### src/rtl/alu_status_register.sv
// Registered NZCV flags, sticky overflow and saturating overflow counter behind the ALU, plus a condition-code query port.
// Latency: flags visible 1 cycle after an accepted update; a query answer is valid 2 cycles after cond_req.
// Backpressure: alu_ready drops only while a query is being evaluated; the answer is held until cond_ack.
module alu_status_register #(
    parameter int WIDTH     = 4,
    parameter int CNT_WIDTH = 8
) (
    input  logic                 clk,
    input  logic                 rst_n,
    input  logic                 alu_valid,
    output logic                 alu_ready,
    input  logic [WIDTH-1:0]     result,
    input  logic                 carry,
    input  logic                 overflow,
    input  logic [1:0]           control,
    input  logic                 sticky_clr,
    input  logic                 cond_req,
    input  logic [3:0]           cond_code,
    output logic                 cond_valid,
    output logic                 cond_true,
    input  logic                 cond_ack,
    output logic                 flag_n,
    output logic                 flag_z,
    output logic                 flag_c,
    output logic                 flag_v,
    output logic                 sticky_v,
    output logic [CNT_WIDTH-1:0] ovf_count
);

    typedef enum logic [1:0] {IDLE, EVAL, RESP} state_t;

    state_t     state;
    state_t     state_nxt;
    logic [3:0] code_q;
    logic       cond_eval;
    logic       upd;
    logic       ovf_ev;
    logic       is_logic;

    assign is_logic = control[1];
    assign upd      = alu_valid && alu_ready;
    assign ovf_ev   = upd && !is_logic && overflow;

    always_ff @(posedge clk) begin
        if (!rst_n) begin
            state <= IDLE;
        end else begin
            state <= state_nxt;
        end
    end

    always_comb begin
        state_nxt = state;
        case (state)
            IDLE:    if (cond_req) state_nxt = EVAL;
            EVAL:    state_nxt = RESP;
            RESP:    if (cond_ack) state_nxt = IDLE;
            default: state_nxt = IDLE;
        endcase
    end

    always_comb begin
        alu_ready  = (state != EVAL);
        cond_valid = (state == RESP);
    end

    // EVAL reads the flag registers, so an update accepted alongside cond_req is already visible.
    always_comb begin
        cond_eval = 1'b0;
        case (code_q)
            4'd0:  cond_eval = flag_z;
            4'd1:  cond_eval = !flag_z;
            4'd2:  cond_eval = flag_c;
            4'd3:  cond_eval = !flag_c;
            4'd4:  cond_eval = flag_n;
            4'd5:  cond_eval = !flag_n;
            4'd6:  cond_eval = flag_v;
            4'd7:  cond_eval = !flag_v;
            4'd8:  cond_eval = flag_c && !flag_z;
            4'd9:  cond_eval = !flag_c || flag_z;
            4'd10: cond_eval = (flag_n == flag_v);
            4'd11: cond_eval = (flag_n != flag_v);
            4'd12: cond_eval = !flag_z && (flag_n == flag_v);
            4'd13: cond_eval = flag_z || (flag_n != flag_v);
            4'd14: cond_eval = 1'b1;
            default: cond_eval = 1'b0;
        endcase
    end

    always_ff @(posedge clk) begin
        if (!rst_n) begin
            code_q    <= 4'd0;
            cond_true <= 1'b0;
        end else begin
            if (state == IDLE && cond_req) begin
                code_q <= cond_code;
            end
            if (state == EVAL) begin
                cond_true <= cond_eval;
            end
        end
    end

    always_ff @(posedge clk) begin
        if (!rst_n) begin
            flag_n <= 1'b0;
            flag_z <= 1'b0;
            flag_c <= 1'b0;
            flag_v <= 1'b0;
        end else if (upd) begin
            flag_n <= result[WIDTH-1];
            flag_z <= (result == '0);
            if (is_logic) begin
                flag_v <= 1'b0;
            end else begin
                flag_c <= carry;
                flag_v <= overflow;
            end
        end
    end

    // A new overflow event beats a simultaneous clear for both sticky_v and the counter.
    always_ff @(posedge clk) begin
        if (!rst_n) begin
            sticky_v  <= 1'b0;
            ovf_count <= '0;
        end else begin
            if (ovf_ev) begin
                sticky_v <= 1'b1;
            end else if (sticky_clr) begin
                sticky_v <= 1'b0;
            end
            if (sticky_clr) begin
                ovf_count <= ovf_ev ? CNT_WIDTH'(1) : '0;
            end else if (ovf_ev && (ovf_count != '1)) begin
                ovf_count <= ovf_count + CNT_WIDTH'(1);
            end
        end
    end

endmodule

### config.mk
export PLATFORM = sky130hd
export DESIGN_NAME = alu_status_register
export DESIGN_NICKNAME = d
export VERILOG_FILES = /design/src/rtl/alu_status_register.sv
export SDC_FILE = /design/constraint.sdc
export NUM_CORES = 1
export LEC_CHECK = 0
export BUFFER_PORTS_ARGS = -buffer_cell sky130_fd_sc_hd__buf_2
export CORE_MARGIN = 5
export CORE_UTILIZATION = 31
export CTS_BUF_LIST = sky130_fd_sc_hd__clkbuf_4
export DETAILED_ROUTE_END_ITERATION = 12
export SETUP_SLACK_MARGIN = 0.4
export SLEW_MARGIN = 0
export SYNTH_ARGS = -nofsm -noshare
export SYNTH_HDL_FRONTEND = slang
export SYNTH_SLANG_ARGS = --single-unit
### constraint.sdc
create_clock -name clk -period 4.2 [get_ports clk]
set_clock_uncertainty 0.05 [all_clocks]
set_input_delay 0.84 -clock clk [delete_from_list [all_inputs] [get_ports clk]]
set_output_delay 0.84 -clock clk [all_outputs]
set_load 0.02 [all_outputs]
==> impl_metrics.ini <==
[run_status]
status = complete, no violations

[detailed_routing]
wl_um = 2260
wire_per_inst_um = 12.0
dr.pass1.iters = 4
drc = 0
viasPerCell = 4.86
vias = 918
drtIter0Drc = 114
antenna_left = 0

[timing]
finalHoldViolCount = 0
setup_viol = 0
fmax_ghz = 0.469
grt_setup_unrepaired = false
fin_crit_sh_pct = 50.8
setup_tns_ns = 0
period_needed_ns = 2.13
maxSlewViolCount = 0
worst_pin_slew_ns = 0.477
relSlewSlack_pct = 68.1

[global_route]
grt_max_degree = 15
overflow = 0
antenna_found_initial = 0
grt_pass1_wl_um = 4100
grt_use_total_pct = 11.5
grt_pass1_vias = 971

[cts]
cts_sinks = 20
hold_buffers = 0
clk_path_buf_depth = 2
cts_buffers = 3
clkTransAtPathRegs_ns = 0.11
h-tree-depth = 1
post_cts_buffers = 0
clock-root-buffer = clkbuf_4
cts_tree = done
cts_resized = 0
clkLatencyLatePin_ns = 0.29

[worst_setup_path]
rr_worst_depth = 6
cp_max_fo = 8
r2r_start = ovf_count[0]
critPathLaunchType = flip-flop
cp.required_ns = 3.31
cp-end-kind = output port
crit_arrival_ns = 1.24
reg2reg_to = ovf_count[0]
rrSetupSlack_ns = 2.41
crit_type = reg -> out

[cells_and_area]
fin_area_um2 = 1260
multi_input_area_um2 = 588
seq_area_um2 = 400
synthToLayoutAreaGrowth_pct = 22.8
nets = 165
nFillCells = 341
drive_above_1_share_pct = 29.0
diodes = 0

[yosys]
synth_top_cell_area_share_pct = 39.0
synthFlopType = dfxtp_1
avgSynthCellArea_um2 = 9.00
syn_inst = 114
yosysWarnings = 0
ys_seq_area_share_pct = 39.0
syn_area_um2 = 1030
ys_ff_latch = 20
synth_edf_count = 0
syn_nets = 133
synth-async-reset-ratio_pct = 0
synthDistinctLibCells = 32
synthTopCellsByArea = dfxtp_1 (39%), mux2i_1 (5.9%), a21boi_0 (4.4%), xnor2_1 (4.3%), nand2_1 (4.0%)
yosysTopAreaCell = dfxtp_1

[floorplanning]
die_width_um = 67.5
die_area_um2 = 4560
die_y_um = 67.5
core_area_um2 = 3100
start_util_pct = 33.1
rows = 20
pin_count = 34

[placed_design]
gp_congestion = 0.805
place_area_um2 = 1210
port_buffers = 32
hpwl_um = 1740

[power_and_ir_drop]
leakagePower_nw = 0.510
peakVddDrop_mv = 0.167
power_density_nw_per_um2 = 325

[worst_hold_path]
hold_class = reg -> reg
hold_end = sticky_v
hold_depth = 2
worstHoldStart = sticky_v

[job]
max_cap_violations = 0
placed cells by master (no fill, tap or decap), types with 2 or more instances in the layout:
master,count
buf_2,32
nand2_1,11
nor2_1,8
mux2i_1,6
a21oi_1,3
nand3_1,6
and2_1,2
xor2_1,3
clkbuf_4,3
nor3b_1,2
nor2b_1,5
nand2b_1,4
o21ai_0,5
xnor2_1,5
a211oi_1,2
a21boi_0,6
dfxtp_1,20
nor3_1,5
nor4_1,3
critical path: stages (launching register included):
cell and delay (ns):
dfxtp_1 0.37, nand2b_1 0.34, buf_2 0.24
metrics by stage:
stage	instances	hold WS (ns)	utilization (%)	worst slack, ns	total power, W
2_1_floorplan	114	0.448	-	2.42	0.000243
3_3_place_gp	185	0.421	38.9	2.20	0.000259
3_5_place_dp	185	0.428	38.9	2.19	0.000260
4_1_cts	189	0.446	40.6	2.04	0.000418
5_1_grt	189	0.488	40.6	1.96	0.000431
6_report	189	0.436	40.6	2.07	0.000410
power by group:
part	switching [W]	leakage, nW	internal, W	total, W
combinational	0.0000261	0.320	0.0000238	0.0000499
clock	0.0000584	0.0279	0.0000964	0.000155
sequential	0.00000912	0.163	0.000196	0.000205
total	0.0000936	0.510	0.000316	0.000410
cells by family after synthesis:
| family | share of synthesized area [%] |
|---|---|
| multiplexers | 5.85 |
| AND/OR/NAND/NOR | 29.3 |
| flip-flops | 39.0 |
| AO/OA/AOI/OAI | 14.1 |
| XOR/XNOR | 6.83 |
| adder cells (fa/ha/maj) | 1.22 |
| buffers and inverters | 3.66 |
worst max path at each step:
stage	start	end	slack [ns]	depth (start not counted)
after floorplan	ovf_count[0]	ovf_count[0]	2.42	6
after global placement	control[1]	ovf_count[7]	2.20	5
after detailed placement	control[1]	ovf_count[7]	2.19	5
after CTS	state[1]	alu_ready	2.04	2
after global routing	state[1]	alu_ready	1.96	2
final	state[1]	alu_ready	2.07	2
layout make-up:
| cell class | count | share of cell area [%] |
|---|---|---|
| clock buffer | 3 | 1.79 |
| clock inverter | 1 | 2.38 |
| inverter | 1 | 0.298 |
| multi-input combinational | 88 | 46.7 |
| sequential | 20 | 31.8 |
| tap | 44 | 4.37 |
| timing repair buffer | 32 | 12.7 |
cell usage after synthesis (2+ instances only):
cell type / instances
dfxtp_1: 20
nand2_1: 11
nor2_1: 8
a21boi_0: 6
mux2i_1: 6
nand3_1: 6
nor2b_1: 5
nor3_1: 5
o21ai_0: 5
xnor2_1: 5
nand2b_1: 4
a21oi_1: 3
clkbuf_1: 3
nor4_1: 3
xor2_1: 3
a211oi_1: 2
and2_1: 2
buf_6: 2
nor3b_1: 2
flip-flops by register name, indices dropped and copies added (netlist names):
signal / count
flag_c: 1
flag_v: 1
sticky_v: 1
code_q: 4
cond_true: 1
flag_z: 1
ovf_count: 8
flag_n: 1
state: 2
layer usage:
layer	up-vias	global-route usage, %	wire length [µm]
met1	416	14.2	1090
met3	2	3.49	190
met2	31	18.7	971
met4	0	4.05	8
li1	469	-	-
met5	-	0	0
No activity file was read; power rests on OpenSTA's default activity.
